File: config.mk
export PLATFORM = sky130hd
export DESIGN_NAME = mem_access_unit
export DESIGN_NICKNAME = d
export VERILOG_FILES = /design/src/rtl/mem_pkg.sv /design/src/rtl/mau_lane_align.sv /design/src/rtl/mem_access_unit.sv
export SDC_FILE = /design/constraint.sdc
export NUM_CORES = 1
export LEC_CHECK = 0
export ABC_AREA = 1
export CORE_MARGIN = 1
export CORE_UTILIZATION = 53
export CTS_CLUSTER_SIZE = 10
export DETAILED_ROUTE_END_ITERATION = 16
export PLACE_DENSITY_LB_ADDON = 0.05
export SLEW_MARGIN = 15
export SYNTH_ARGS = -nofsm -noshare
export SYNTH_HDL_FRONTEND = slang
export SYNTH_SLANG_ARGS = --single-unit
File: constraint.sdc
create_clock -name clk -period 7.1 [get_ports clk]
set_clock_uncertainty 0.05 [all_clocks]
set_input_delay 1.065 -clock clk [delete_from_list [all_inputs] [get_ports clk]]
set_output_delay 1.065 -clock clk [all_outputs]
set_load 0.005 [all_outputs]
File: src/rtl/mem_pkg.sv
// Shared definitions for the load/store unit: access-size codes, FSM states,
// and the lane extract/merge helpers used by the datapath.
package mem_pkg;

  localparam logic [1:0] SZ_BYTE = 2'd0;
  localparam logic [1:0] SZ_HALF = 2'd1;
  localparam logic [1:0] SZ_WORD = 2'd2;
  localparam logic [1:0] SZ_ILL  = 2'd3;

  typedef enum logic [1:0] {
    ST_IDLE   = 2'd0,
    ST_ACCESS = 2'd1,
    ST_WRITE  = 2'd2,
    ST_RESP   = 2'd3
  } state_e;

  // Pull the addressed byte/half out of a word and sign- or zero-extend it.
  function automatic logic [31:0] lane_extract(input logic [31:0] word,
                                               input logic [1:0]  lo,
                                               input logic [1:0]  size,
                                               input logic        uns);
    logic [7:0]  b;
    logic [15:0] h;
    logic [31:0] res;
    b = word[{lo, 3'b000} +: 8];
    h = word[{lo[1], 4'b0000} +: 16];
    case (size)
      SZ_BYTE: begin
        if (uns) begin
          res = {24'd0, b};
        end else begin
          res = {{24{b[7]}}, b};
        end
      end
      SZ_HALF: begin
        if (uns) begin
          res = {16'd0, h};
        end else begin
          res = {{16{h[15]}}, h};
        end
      end
      SZ_WORD: res = word;
      default: res = 32'd0;
    endcase
    return res;
  endfunction

  // Replace the addressed byte/half of a word with right-aligned store data.
  function automatic logic [31:0] lane_merge(input logic [31:0] word,
                                             input logic [31:0] wdata,
                                             input logic [1:0]  lo,
                                             input logic [1:0]  size);
    logic [31:0] res;
    res = word;
    case (size)
      SZ_BYTE: res[{lo, 3'b000} +: 8]     = wdata[7:0];
      SZ_HALF: res[{lo[1], 4'b0000} +: 16] = wdata[15:0];
      SZ_WORD: res = wdata;
      default: res = word;
    endcase
    return res;
  endfunction

endpackage

File: src/rtl/mau_lane_align.sv
// Combinational lane alignment: load-side extract/extend and store-side merge.
module mau_lane_align
  import mem_pkg::*;
(
  input  logic [31:0] rd_word,
  input  logic [31:0] merge_word,
  input  logic [31:0] wdata,
  input  logic [1:0]  lo,
  input  logic [1:0]  size,
  input  logic        uns,
  output logic [31:0] ext_data,
  output logic [31:0] merged_data
);

  assign ext_data    = lane_extract(rd_word, lo, size, uns);
  assign merged_data = lane_merge(merge_word, wdata, lo, size);

endmodule

File: src/rtl/mem_access_unit.sv
// Load/store unit: accepts byte-addressed requests, checks them, runs word
// memory cycles (read-modify-write for sub-word stores) and returns a response.
module mem_access_unit
  import mem_pkg::*;
#(
  parameter int unsigned ADDR_W       = 12,
  parameter bit          ERR_ON_RANGE = 1'b1
) (
  input  logic        clk,
  input  logic        rst_n,
  input  logic        req_valid,
  output logic        req_ready,
  input  logic        req_we,
  input  logic [1:0]  req_size,
  input  logic        req_unsigned,
  input  logic [31:0] req_addr,
  input  logic [31:0] req_wdata,
  output logic        rsp_valid,
  input  logic        rsp_ready,
  output logic [31:0] rsp_rdata,
  output logic        rsp_err,
  output logic [31:0] mem_a,
  output logic [31:0] mem_wd,
  output logic        mem_we,
  input  logic [31:0] mem_rd
);

  state_e              state_q, state_d;
  logic                we_q, we_d;
  logic [1:0]          size_q, size_d;
  logic                uns_q, uns_d;
  logic [ADDR_W+1:0]   addr_q, addr_d;
  logic [31:0]         wdata_q, wdata_d;
  logic [31:0]         merge_q, merge_d;
  logic [31:0]         rdata_q, rdata_d;
  logic                err_q, err_d;

  logic                range_err_s;
  logic                req_err_s;
  logic [31:0]         ext_s;
  logic [31:0]         merged_s;

  mau_lane_align u_align (
    .rd_word     (mem_rd),
    .merge_word  (merge_q),
    .wdata       (wdata_q),
    .lo          (addr_q[1:0]),
    .size        (size_q),
    .uns         (uns_q),
    .ext_data    (ext_s),
    .merged_data (merged_s)
  );

  // Classify the incoming request: illegal size, misalignment, out of range.
  always_comb begin
    range_err_s = 1'b0;
    if (ERR_ON_RANGE) begin
      range_err_s = ((req_addr >> (ADDR_W + 2)) != 32'd0);
    end else begin
      range_err_s = 1'b0;
    end
    req_err_s = (req_size == SZ_ILL) ||
                ((req_size == SZ_HALF) && (req_addr[0] != 1'b0)) ||
                ((req_size == SZ_WORD) && (req_addr[1:0] != 2'b00)) ||
                range_err_s;
  end

  // Next-state and register updates for the access sequence.
  always_comb begin
    state_d = state_q;
    we_d    = we_q;
    size_d  = size_q;
    uns_d   = uns_q;
    addr_d  = addr_q;
    wdata_d = wdata_q;
    merge_d = merge_q;
    rdata_d = rdata_q;
    err_d   = err_q;
    case (state_q)
      ST_IDLE: begin
        if (req_valid) begin
          we_d    = req_we;
          size_d  = req_size;
          uns_d   = req_unsigned;
          addr_d  = req_addr[ADDR_W+1:0];
          wdata_d = req_wdata;
          rdata_d = 32'd0;
          err_d   = req_err_s;
          if (req_err_s) begin
            state_d = ST_RESP;
          end else begin
            state_d = ST_ACCESS;
          end
        end else begin
          state_d = ST_IDLE;
        end
      end
      ST_ACCESS: begin
        if (!we_q) begin
          rdata_d = ext_s;
          state_d = ST_RESP;
        end else if (size_q == SZ_WORD) begin
          state_d = ST_RESP;
        end else begin
          merge_d = mem_rd;
          state_d = ST_WRITE;
        end
      end
      ST_WRITE: begin
        state_d = ST_RESP;
      end
      ST_RESP: begin
        if (rsp_ready) begin
          state_d = ST_IDLE;
        end else begin
          state_d = ST_RESP;
        end
      end
      default: begin
        state_d = ST_IDLE;
      end
    endcase
  end

  // State and request registers; reset aborts any access in flight.
  always_ff @(posedge clk or negedge rst_n) begin
    if (!rst_n) begin
      state_q <= ST_IDLE;
      we_q    <= 1'b0;
      size_q  <= 2'd0;
      uns_q   <= 1'b0;
      addr_q  <= '0;
      wdata_q <= 32'd0;
      merge_q <= 32'd0;
      rdata_q <= 32'd0;
      err_q   <= 1'b0;
    end else begin
      state_q <= state_d;
      we_q    <= we_d;
      size_q  <= size_d;
      uns_q   <= uns_d;
      addr_q  <= addr_d;
      wdata_q <= wdata_d;
      merge_q <= merge_d;
      rdata_q <= rdata_d;
      err_q   <= err_d;
    end
  end

  // Memory port decoded from state so a reset drops the write enable at once.
  always_comb begin
    mem_we = 1'b0;
    mem_wd = 32'd0;
    mem_a  = 32'd0;
    case (state_q)
      ST_ACCESS: begin
        mem_a = {{(32 - ADDR_W){1'b0}}, addr_q[ADDR_W+1:2]};
        if (we_q && (size_q == SZ_WORD)) begin
          mem_we = 1'b1;
          mem_wd = wdata_q;
        end else begin
          mem_we = 1'b0;
          mem_wd = 32'd0;
        end
      end
      ST_WRITE: begin
        mem_a  = {{(32 - ADDR_W){1'b0}}, addr_q[ADDR_W+1:2]};
        mem_we = 1'b1;
        mem_wd = merged_s;
      end
      default: begin
        mem_we = 1'b0;
        mem_wd = 32'd0;
        mem_a  = 32'd0;
      end
    endcase
  end

  assign req_ready = (state_q == ST_IDLE);
  assign rsp_valid = (state_q == ST_RESP);
  assign rsp_rdata = rdata_q;
  assign rsp_err   = err_q;

endmodule

* After elaboration in Yosys (flattened, before gate mapping) *
Cells that the tools add are included.

operators by class
  add/sub/neg operators = 2
  equal/unequal tests = 10
  shifts and indexed selects = 6
  muxes and demuxes = 20
  bitwise operators = 1
  reductions and logical operators = 15

operator list
  operator                                                                 count
  32-bit one-hot mux with 3 select lines                                   2
  32-bit two-way mux                                                       5
  32-bit one-hot mux with 2 select lines                                   2
  32-bit bitwise mux                                                       2
  32-bit nonzero test                                                      1
  16-bit by 7-bit variable shift with 32-bit output, first input constant  1
  8-bit by 7-bit variable shift with 32-bit output, first input constant   1
  16-bit by 7-bit variable part select with 32-bit output                  1
  32-bit by 6-bit variable part select with 16-bit output                  1
  32-bit by 6-bit variable part select with 8-bit output                   1
  8-bit by 7-bit variable part select with 32-bit output                   1
  5-bit negator with 7-bit output                                          2
  12-bit two-way mux                                                       1
  2-bit equality test, second input constant                               5
  2-bit one-hot mux with 4 select lines                                    1
  2-bit by 1-bit equality test with 1-bit output, second input constant    3
  2-bit two-way mux                                                        3
  3-bit AND reduction                                                      2
  2-bit logical NOT                                                        2
  2-bit != test, second input constant                                     2
  2-bit nonzero test                                                       2
  1-bit logical AND                                                        3
  1-bit logical OR                                                         3
  1-bit two-way mux                                                        3
  other kinds (4)                                                          4

word-level totals
  register bits after elaboration = 117
  word-level logic and storage cells = 63

* Logic depth before layout (Yosys ltp) *
Gate-level depths: netlist of the first run.

  word-level depth = 8
  gate-level depth with buffers = 13
  depth with buffers taken out = 11

* Hierarchy *
Synthesis of the first run repeated with hierarchy kept, for this count alone.

unflattened totals
  cell total of the unflattened synthesis = 1,301
  area, all modules = 8,064.0 sq um

modules (own cells, without submodules)
  module           times used  cells an instance  area each (sq um)
  mem_access_unit  1           704                5,504.0
  mau_lane_align   1           597                2,560.0

* Worst setup path after synthesis of the first run *
Ideal clock, no wire load.

  kind = register to output
  start point = reg addr_q[0]
  end point = out mem_wd[10]
  arrival = 2.059 ns
  required time = 5.985 ns
  slack = 3.926 ns
  cell stages (with the launch flop) = 11
  path buffers = 2
  path through = dfrtp_1 -> buf_2 -> inv_2 -> clkbuf_1 -> ha_1 -> clkinv_1 -> nor3_2 -> nand2_1 -> nand3_1 -> nand2_1 -> a21oi_1

between the ends
  cells in the longest elaborated chain, start to end = 5

RTL lines
  item                                                                                                                        RTL line                text
  start, declared                                                                                                             mem_access_unit.sv:32   logic [ADDR_W+1:0] addr_q, addr_d;
  start signal, assigned                                                                                                      mem_access_unit.sv:142  addr_q <= addr_d;
  5-bit negator with 7-bit output *                                                                                           mem_pkg.sv:56           SZ_BYTE: res[{lo, 3'b000} +: 8] = wdata[7:0];
  8-bit by 7-bit variable part select with 32-bit output or 8-bit by 7-bit variable shift with 32-bit output (tied branches)  mem_pkg.sv:56
  32-bit bitwise mux *                                                                                                        mem_pkg.sv:56
  32-bit one-hot mux with 3 select lines *                                                                                    mem_pkg.sv:55           case (size)
  32-bit one-hot mux with 2 select lines *                                                                                    mem_access_unit.sv:155  case (state_q)
  end, declared                                                                                                               mem_access_unit.sv:23   output logic [31:0] mem_wd,

Mark *: on every way between the ends. The rest lies on a longest branch, timed or not.

* Worst setup path after layout of the first run *
  start point = reg size_q[1]
  end point = out mem_wd[2]

between the ends
  cells in the longest elaborated chain, start to end = 4

RTL lines
  item                                      RTL line                               text
  start, declared                           mem_access_unit.sv:30                  logic [1:0] size_q, size_d;
  start signal, assigned                    mem_access_unit.sv:140                 size_q <= size_d;
  2-bit equality test                       mem_pkg.sv:55, mem_access_unit.sv:158
  1-bit logical AND                         mem_access_unit.sv:158                 if (we_q && (size_q == SZ_WORD)) begin
  32-bit two-way mux                        mem_access_unit.sv:158
  32-bit one-hot mux with 2 select lines *  mem_access_unit.sv:155

Marks and branches as above.

==> flow_summary.yaml, run 1 <==
clocking:
  cts_sinks: 117
  htreeDepth: 4
  cts_tree: "done"
  cts-hold-fix-buffers: 0
  clk_latency_ns: 0.42
  ctsResizeCount: 0
  cts-buffers-inserted: 17
  clockBufferDepth: 2
  clockRootBuffer: "clkbuf_16"
  post_cts_buffers: 0
  cts.clk_slew.worst_paths_ns: 0.06
placement:
  dp_cells: 1401
  hpwl_mm: 16.23
  preCtsSetupSlack_ns: 2.385
  dpl-instance-area_um2: 9024
  routabilityCongestion: 0.9228
  port_buffers: 183
synthesis:
  synthAdderAreaFrac: 0.01545
  synthesis.area_um2: 7287
  synth_mux_area_frac: 0.01236
  yosys-top-cells-area: "dfrtp_1 (40%), nand2_1 (27%), a21oi_1 (4.7%), inv_1 (4.5%), o21ai_0 (4.0%)"
  synth_area_leader_cell: "dfrtp_1"
  yosysUniqueCellTypes: 34
  yosys_warnings: 0
  post_synth_xor_area_fraction: 0
  synthCells: 1095
  synth-seq-cells: 117
  synth_top_family_by_area: "simple AND/OR/NAND/NOR gates"
  avgSynthCellArea_um2: 6.655
  synth-simple-area-share: 0.3340
  ys_seq_area_frac: 0.4018
  yosys.area.top_type_share: 0.4018
  synth-compound-area-share: 0.1283
pwr:
  p_per_area_nw_per_um2: 457.1
  irDropWorstVdd_mv: 0.2317
  power_leakage_nw: 4.816
setup_path:
  critPathLaunchType: "flop"
  worstPathRequired_ns: 5.98
  critPathKind: "reg2out"
  arrival_ns: 4.12
  end_kind: "output pin"
  r2r_cells: 6
  worstPathMaxFanout: 24
layout:
  insertedDiodeCount: 0
  drive_above_1_share: 0.04535
  instances_no_fill: 1433
  layout.cells.most_common_list: "nand2_1 (518), clkdlybuf4s50_1 (182), dfrtp_1 (117)"
  final_common_cell: "nand2_1"
  syn2layout_area_growth_pct: 32.04
  final_area_um2: 9622
  fin_nets: 1357
die:
  start_util: 0.5459
  fp.dieW_um: 119.3
  fp-row-count: 42
  io_pins: 204
  coreArea_um2: 13350
  chipHeight_um: 119.3
  die_area_um2: 14220
sta:
  layout_setup_ws_ns: 1.863
  relSlewSlack: 0.2982
  setup_viol: 0
  tns_ns: 0
  rsz0062_at_grt: "no"
  worst_pin_slew_ns: 1.053
  period_needed_ns: 5.237
  slew_violations: 0
  final_hold_viol_count: 0
  max_freq_mhz: 191.0
  period_share: 0.7376
detailed_routing:
  routedWlPerCell_um: 15.56
  drt_first_pass_iters: 5
  drc: 0
  drtIter0Drc: 690
  dr_total_vias: 7573
  wirelength_mm: 22.30
  viasPerCell: 5.285
  ant_nets: 0
run_status:
  status: "finished, final reports clean"
global_route:
  grt_pass1_wl_mm: 35.82
  grt_start_max_net_pins: 67
  track_usage: 0.3245
  grt_overflow: 0
  first_global_vias: 7112
  antenna_found_initial: 0
run:
  max_cap_viol_count: 0
hold_path:
  hold_class: "reg2reg"
  min_path_cells: 2
area by class of cell:
cell class	count	area, um^2
Clock inverter	15	170.2
Tap cell	176	220.2
Multi-Input combinational cell	826	3649
Sequential cell	117	2928
Fill cell	1137	3726
Clock buffer	17	425.4
Timing Repair Buffer	190	1882
Inverter	92	347.8
state kept, by name, indices dropped and copies added (netlist names):
signal / flops
wdata_q: 32
size_q: 2
rsp_rdata: 32
we_q: 1
addr_q: 14
state_q: 2
rsp_err: 1
merge_q: 32
uns_q: 1
final timing paths:
check | start | to | slack [ns]
worst max register to register | size_q[1]$_DFFE_PN0P_ | rsp_rdata[9]$_DFFE_PN0P_ | 4.05
worst max-delay path | size_q[1]$_DFFE_PN0P_ | mem_wd[2] | 1.86
worst min-delay path | rsp_rdata[27]$_DFFE_PN0P_ | rsp_rdata[27]$_DFFE_PN0P_ | 0.43
max in group asynchronous | rst_n | wdata_q[7]$_DFFE_PN0P_ | 5.09
min in group asynchronous | rst_n | wdata_q[26]$_DFFE_PN0P_ | 0.62
worst min register to register | rsp_rdata[27]$_DFFE_PN0P_ | rsp_rdata[27]$_DFFE_PN0P_ | 0.43
Yosys cell counts:
| master | n |
|---|---|
| a21oi_1 | 69 |
| a22oi_1 | 12 |
| buf_1 | 4 |
| buf_2 | 28 |
| buf_4 | 24 |
| buf_6 | 2 |
| clkbuf_1 | 21 |
| clkinv_1 | 1 |
| conb_1 | 1 |
| dfrtp_1 | 117 |
| ha_1 | 9 |
| inv_1 | 87 |
| inv_2 | 3 |
| inv_4 | 1 |
| mux2_1 | 8 |
| nand2_1 | 519 |
| nand2_2 | 2 |
| nand3_1 | 32 |
| nand3_2 | 1 |
| nand3b_1 | 1 |
| nand4_1 | 10 |
| nor2_1 | 39 |
| nor2_2 | 1 |
| nor2_4 | 1 |
| nor2_8 | 1 |
| nor3_1 | 1 |
| nor3_2 | 2 |
| nor3_4 | 1 |
| nor3b_1 | 1 |
| o211ai_1 | 2 |
| o21ai_0 | 58 |
| o21ai_1 | 32 |
| o21ai_2 | 3 |
| o21bai_1 | 1 |
routing by layer:
| metal | GRT usage | wire length [um] |
|---|---|---|
| met1 | 0.4295 | 9377 |
| met2 | 0.5124 | 10430 |
| met3 | 0.07615 | 1849 |
| met4 | 0.1274 | 642 |
| met5 | 0 | 0 |
through the flow:
stage               hold slack, ns  power (mW)  utilization
finish                      0.4276       4.398       0.7208
global route                0.4475       4.745       0.7208
CTS                         0.4300       4.392       0.7207
detailed placement          0.4143       3.505       0.6760
global placement            0.4126       3.479       0.6760
floorplan                   0.3991       2.656            -
worst max-delay path, cell delays in order (launching register included):
cell and delay [ns]:
dfrtp_1 0.89, nand2_1 0.63, nand2_1 0.92, inv_1 0.09
nand2_1 0.25, nand2_1 0.08, nand2_1 0.06, nand2_1 0.05
a21oi_1 0.19, clkdlybuf4s50_1 0.54
power breakdown:
| group | switching, mW | internal, mW | total, mW |
|---|---|---|---|
| registers | 0.301 | 0.991 | 1.29 |
| clock network | 0.338 | 0.525 | 0.862 |
| logic | 1.34 | 0.907 | 2.24 |
| total | 1.98 | 2.42 | 4.40 |
kinds of logic (layout without fill, tap and decap cells):
logic type | Yosys count | in the layout
muxes | 8 | 8
and+or+nand+nor | 612 | 612
DFF | 117 | 117
AOI/OAI and AO/OA | 177 | 177
buffers and inverters | 171 | 314
adders and majority gates | 9 | 9
other | 1 | 20
No activity file was read; power rests on OpenSTA's default activity.
==> run 2: changes to the inputs <==
--- a/config.mk
+++ b/config.mk
@@ -7,7 +7,7 @@
 export LEC_CHECK = 0
 export ABC_AREA = 1
 export CORE_MARGIN = 1
-export CORE_UTILIZATION = 53
+export CORE_UTILIZATION = 49
 export CTS_CLUSTER_SIZE = 10
 export DETAILED_ROUTE_END_ITERATION = 16
 export PLACE_DENSITY_LB_ADDON = 0.05
==> constraint.sdc (replaced) <==
create_clock -name clk -period 4.9 [get_ports clk]
set_clock_uncertainty 0.05 [all_clocks]
set_input_delay 0.735 -clock clk [delete_from_list [all_inputs] [get_ports clk]]
set_output_delay 0.735 -clock clk [all_outputs]
set_load 0.005 [all_outputs]
==> flow_summary.yaml, run 2 (synthesis results as in run 1) <==
clocking:
  clockBufferDepth: 2
  htreeDepth: 4
  cts-hold-fix-buffers: 0
  ctsResizeCount: 0
  post_cts_buffers: 0
  clk_latency_ns: 0.42
  cts_sinks: 117
  clockRootBuffer: "clkbuf_16"
  cts_tree: "done"
  cts.clk_slew.worst_paths_ns: 0.06
  cts-buffers-inserted: 17
sta:
  slew_violations: 0
  period_needed_ns: 4.231
  final_hold_viol_count: 0
  period_share: 0.8634
  relSlewSlack: 0.2740
  max_freq_mhz: 236.4
  tns_ns: 0
  worst_pin_slew_ns: 1.088
  holdWs_ns: 0.3567
  setup_viol: 0
  rsz0062_at_grt: "no"
die:
  chipHeight_um: 124.0
  fp-row-count: 44
  start_util: 0.5014
  die_area_um2: 15360
  fp.dieW_um: 124.0
  io_pins: 204
  coreArea_um2: 14530
setup_path:
  worstPathMaxFanout: 20
  worstPathRequired_ns: 4.12
  arrival_ns: 3.45
  critPathLaunchType: "flop"
  crit_family: "flip-flops"
  crit_top_cell: "nand2_1"
  end_kind: "output pin"
  worstPathCellList: "nand2_1 > buf_4 > nand2_1 > inv_1 > nand2_1 > nand2_1 > nand2_1 > nand2_1 > a21oi_1 > clkdlybuf4s50_1"
  slowest_delay_ns: 1.00
  crit_path_top_delay_cell: "dfrtp_1"
  critPathKind: "reg2out"
  path_buf_inv: 3
global_route:
  antenna_found_initial: 0
  track_usage: 0.3102
  first_global_vias: 6967
  grt_start_max_net_pins: 67
  grt_pass1_wl_mm: 35.72
  grt_overflow: 0
placement:
  dp_cells: 1414
  port_buffers: 183
  hpwl_mm: 16.22
  routabilityCongestion: 0.8922
layout:
  insertedDiodeCount: 0
  layout.cells.most_common_list: "nand2_1 (519), clkdlybuf4s50_1 (182), dfrtp_1 (117)"
  fin_nets: 1362
  instances_no_fill: 1446
  final_common_cell: "nand2_1"
  fillers: 1344
  drive_above_1_share: 0.04834
  final_util: 0.6653
  syn2layout_area_growth_pct: 32.69
pwr:
  power_leakage_nw: 4.847
  p_per_area_nw_per_um2: 666.1
  irDropWorstVdd_mv: 0.4265
hold_path:
  hold_class: "in2async"
run_status:
  status: "finished, final reports clean"
detailed_routing:
  routedWlPerCell_um: 15.82
  ant_nets: 0
  wirelength_mm: 22.88
  drt_first_pass_iters: 7
  dr_total_vias: 7606
  viasPerCell: 5.260
  drc: 0
  drtIter0Drc: 609
run:
  max_cap_viol_count: 0
[run 2: changes by cell type in the layout (fill, tap and decap cells not counted)]
cell        delta
nand2_1        +1
clkinv_4       +4
buf_4          +5
clkinvlp_4     -2
nand2_2        -1
inv_6          -2
[run 2: where the power goes]
| part | internal [mW] | leakage [nW] | switching [mW] |
|---|---|---|---|
| combinational | 1.34 | 3.07 | 1.96 |
| clock | 0.761 | 0.294 | 0.506 |
| sequential | 1.44 | 1.48 | 0.437 |
[run 2: stage by stage]
stage / power (mW) / cell area [um^2] / setup slack [ns]
after global routing: 6.977 / 9669 / 0.3959
after detailed placement: 5.136 / 9071 / 1.193
after global placement: 5.114 / 9071 / 1.195
final: 6.440 / 9669 / 0.6692
after floorplan: 3.848 / 7358 / 2.056
after CTS: 6.424 / 9669 / 0.7424
[run 2: worst register-to-register path, stage by stage (launching register included)]
cell and delay (ns):
dfrtp_1 0.38, inv_1 0.07, ha_1 0.25, nand2_1 0.09
buf_4 0.37, clkinv_1 0.72, buf_4 0.51, nand2_1 0.14
o21ai_0 0.08
[run 2: area by class of cell]
type                       count  area [um^2]  share of cell area
multi-input combinational    826         3646              0.3771
inverter                      92        347.8             0.03597
clock inverter                15        172.7             0.01786
sequential                   117         2928              0.3028
clock buffer                  17        425.4             0.04400
tap                          184        230.2             0.02381
timing repair buffer         195         1919              0.1985
[run 2: path summary, 6_finish.rpt]
path | start | to | slack, ns | cells after the start
min in group clk | rsp_rdata[26]$_DFFE_PN0P_ | rsp_rdata[26]$_DFFE_PN0P_ | 0.42 | 2
min | rst_n | wdata_q[9]$_DFFE_PN0P_ | 0.36 | 1
max reg2reg | state_q[0]$_DFF_PN0_ | wdata_q[5]$_DFFE_PN0P_ | 2.12 | 8
max in group asynchronous | rst_n | merge_q[4]$_DFFE_PN0P_ | 3.27 | 2
max | size_q[1]$_DFFE_PN0P_ | mem_wd[0] | 0.67 | 10
min reg2reg | rsp_rdata[26]$_DFFE_PN0P_ | rsp_rdata[26]$_DFFE_PN0P_ | 0.42 | 2
[run 2: routing by layer]
layer	GRT usage	wire length, um
met2	0.4823	10470
met4	0.09970	551
met3	0.07372	1794
met5	0	0
met1	0.4257	10070
==> run 3: changes to the inputs <==
--- a/config.mk
+++ b/config.mk
@@ -5,7 +5,7 @@
 export SDC_FILE = /design/constraint.sdc
 export NUM_CORES = 1
 export LEC_CHECK = 0
-export ABC_AREA = 1
+export ABC_AREA = 0
 export CORE_MARGIN = 1
 export CORE_UTILIZATION = 49
 export CTS_CLUSTER_SIZE = 10
@@ -14,4 +14,5 @@
 export SLEW_MARGIN = 15
 export SYNTH_ARGS = -nofsm -noshare
 export SYNTH_HDL_FRONTEND = slang
+export SYNTH_HIERARCHICAL = 1
 export SYNTH_SLANG_ARGS = --single-unit
==> flow_summary.yaml, run 3 <==
run_status:
  status: "finished, final reports clean"
clocking:
  clockBufferDepth: 2
  cts_sinks: 117
  post_cts_buffers: 0
  cts_tree: "done"
  ctsResizeCount: 0
  clockRootBuffer: "clkbuf_16"
  clk_latency_ns: 0.43
  htreeDepth: 4
  cts-buffers-inserted: 17
  cts-hold-fix-buffers: 0
  cts.clk_slew.worst_paths_ns: 0.06
pwr:
  totalPowerFinal_mw: 6.875
  power_frac_comb: 0.529
  p_sw_mw: 2.792
  power_frac_seq: 0.282
  power_leakage_nw: 4.191
  clkPwrFrac: 0.189
  internal_power_mw: 4.083
  irDropWorstVdd_mv: 0.4998
  p_per_area_nw_per_um2: 712.3
  p_sw_frac: 0.4061
synthesis:
  synth-simple-area-share: 0.1693
  post_synth_xor_area_fraction: 0
  synth_edf_count: 0
  synth_ff_type: "dfrtp_1"
  avgSynthCellArea_um2: 9.945
  synth_top_family_by_area: "multiplexers"
  synth.most_common_cell: "dfrtp_1"
  ys_seq_area_frac: 0.4005
  synth-seq-cells: 117
  synth-compound-area-share: 0.1489
  yosys-top-cells-area: "dfrtp_1 (40%), mux2_2 (14%), nand2_1 (5.5%), a22oi_1 (5.4%), nor2b_1 (3.8%)"
  yosys-top-cells-count: "dfrtp_1 (117), nand2_1 (107), mux2_2 (88), a22oi_1 (53), nor2b_1 (44)"
  yosysUniqueCellTypes: 66
  synthCells: 735
  synthAdderAreaFrac: 0.01541
  synth_area_leader_cell: "dfrtp_1"
  synthesis.area_um2: 7310
  yosys_warnings: 6
  yosys.area.top_type_share: 0.4005
  synth_async_sr_flop_share: 1.000
  synth_mux_area_frac: 0.1885
layout:
  insertedDiodeCount: 0
  final_util: 0.6640
  final_area_um2: 9651
  regArea_um2: 2928
  fillers: 1143
  fin_nets: 1006
  multiInputGateArea_um2: 3894
  final_common_cell: "clkdlybuf4s50_1"
  syn2layout_area_growth_pct: 32.03
  drive_above_1_share: 0.1733
  instances_no_fill: 1090
  layout.cells.most_common_list: "clkdlybuf4s50_1 (182), dfrtp_1 (117), nand2_1 (107)"
sta:
  max_freq_mhz: 242.5
  period_share: 0.8417
  worst_pin_slew_ns: 1.016
  holdWs_ns: 0.3534
  slew_violations: 0
  period_needed_ns: 4.124
  setup_viol: 0
  rsz0062_at_grt: "no"
  tns_ns: 0
  final_hold_viol_count: 0
  layout_setup_ws_ns: 0.7757
  relSlewSlack: 0.3213
global_route:
  antenna_found_initial: 0
  grtUsageMet2: 0.4658
  global_route.peak_usage_layer: "met2"
  first_global_vias: 6153
  met1_usage: 0.3933
  grt_pass1_wl_mm: 33.78
  grt_start_max_net_pins: 68
  grt_overflow: 0
  track_usage: 0.2971
  met3_usage: 0.07555
detailed_routing:
  wirelength_mm: 21.82
  ant_nets: 0
  drc: 0
  viasPerCell: 5.761
  dr_total_vias: 6280
  drt_first_pass_iters: 5
  drtIter0Drc: 499
  routedWlPerCell_um: 20.02
die:
  io_pins: 204
  fp.dieW_um: 124.1
  chipHeight_um: 124.1
  start_util: 0.5029
  die_area_um2: 15410
  coreArea_um2: 14530
  fp-row-count: 44
placement:
  routabilityCongestion: 0.8850
  dpl-instance-area_um2: 9040
  dp_cells: 1058
  hpwl_mm: 15.60
  port_buffers: 183
  preCtsSetupSlack_ns: 1.276
setup_path:
  end_kind: "output pin"
  critPathLaunchType: "flop"
  critPathKind: "reg2out"
  worstPathMaxFanout: 21
  rrSetupSlack_ns: 2.24
  worstPathRequired_ns: 4.12
  arrival_ns: 3.34
hold_path:
  hold_class: "in2async"
run:
  max_cap_viol_count: 0
-- run 3: cell types whose count changed after synthesis, moves of 41 or more --
| cell | delta |
|---|---|
| a22oi_1 | +41 |
| o21ai_0 | -46 |
| mux2_2 | +88 |
| nor2b_1 | +44 |
| nand2_1 | -412 |
| a21oi_1 | -56 |
| inv_1 | -68 |
-- run 3: logic make-up after synthesis --
| logic type | after synthesis |
|---|---|
| AND/OR/NAND/NOR | 244 |
| flip-flops | 117 |
| buffers and inverters | 95 |
| adder cells (fa/ha/maj) | 9 |
| other | 1 |
| AO/OA/AOI/OAI | 149 |
| multiplexers | 120 |
-- run 3: layout make-up --
type	instances	area share
clock buffers	17	0.04408
clock inverters	15	0.01893
repair buffers	194	0.1981
inverters	21	0.008168
well taps	184	0.02386
multi-input cells	542	0.4035
flip-flops and latches	117	0.3034
-- run 3: path summary, 6_finish.rpt --
kind / cells past startpoint / end / start
worst max register to register: 8 / rsp_rdata[4]$_DFFE_PN0P_ / size_q[0]$_DFFE_PN0P_
worst max-delay path: 8 / mem_wd[18] / size_q[0]$_DFFE_PN0P_
max in group asynchronous: 2 / rsp_rdata[29]$_DFFE_PN0P_ / rst_n
worst min-delay path: 1 / rsp_rdata[27]$_DFFE_PN0P_ / rst_n
min in group clk: 2 / rsp_rdata[16]$_DFFE_PN0P_ / rsp_rdata[16]$_DFFE_PN0P_
worst min register to register: 2 / rsp_rdata[16]$_DFFE_PN0P_ / rsp_rdata[16]$_DFFE_PN0P_
-- run 3: layer usage --
metal,share of wire,vias up
met5,0,-
met4,0.022,0
met3,0.068,35
met2,0.46,270
met1,0.45,3075
li1,-,2900
-- run 3: critical path, cell delays in order (launching register included) --
cell and delay (ns):
dfrtp_1 0.54, buf_4 0.31, or2_1 0.39, o22ai_1 0.58
a22oi_1 0.18, o21ai_1 0.11, a22oi_1 0.10, nor2b_1 0.16
clkdlybuf4s50_1 0.54
-- run 3: power by group through the flow --
stage,Combinational (mW),Clock (mW),Sequential (mW)
floorplan,2.59,0,1.70
global placement,3.55,0,1.91
detailed placement,3.60,0,1.92
CTS,3.64,1.32,1.92
global route,3.98,1.36,1.98
finish,3.64,1.30,1.94
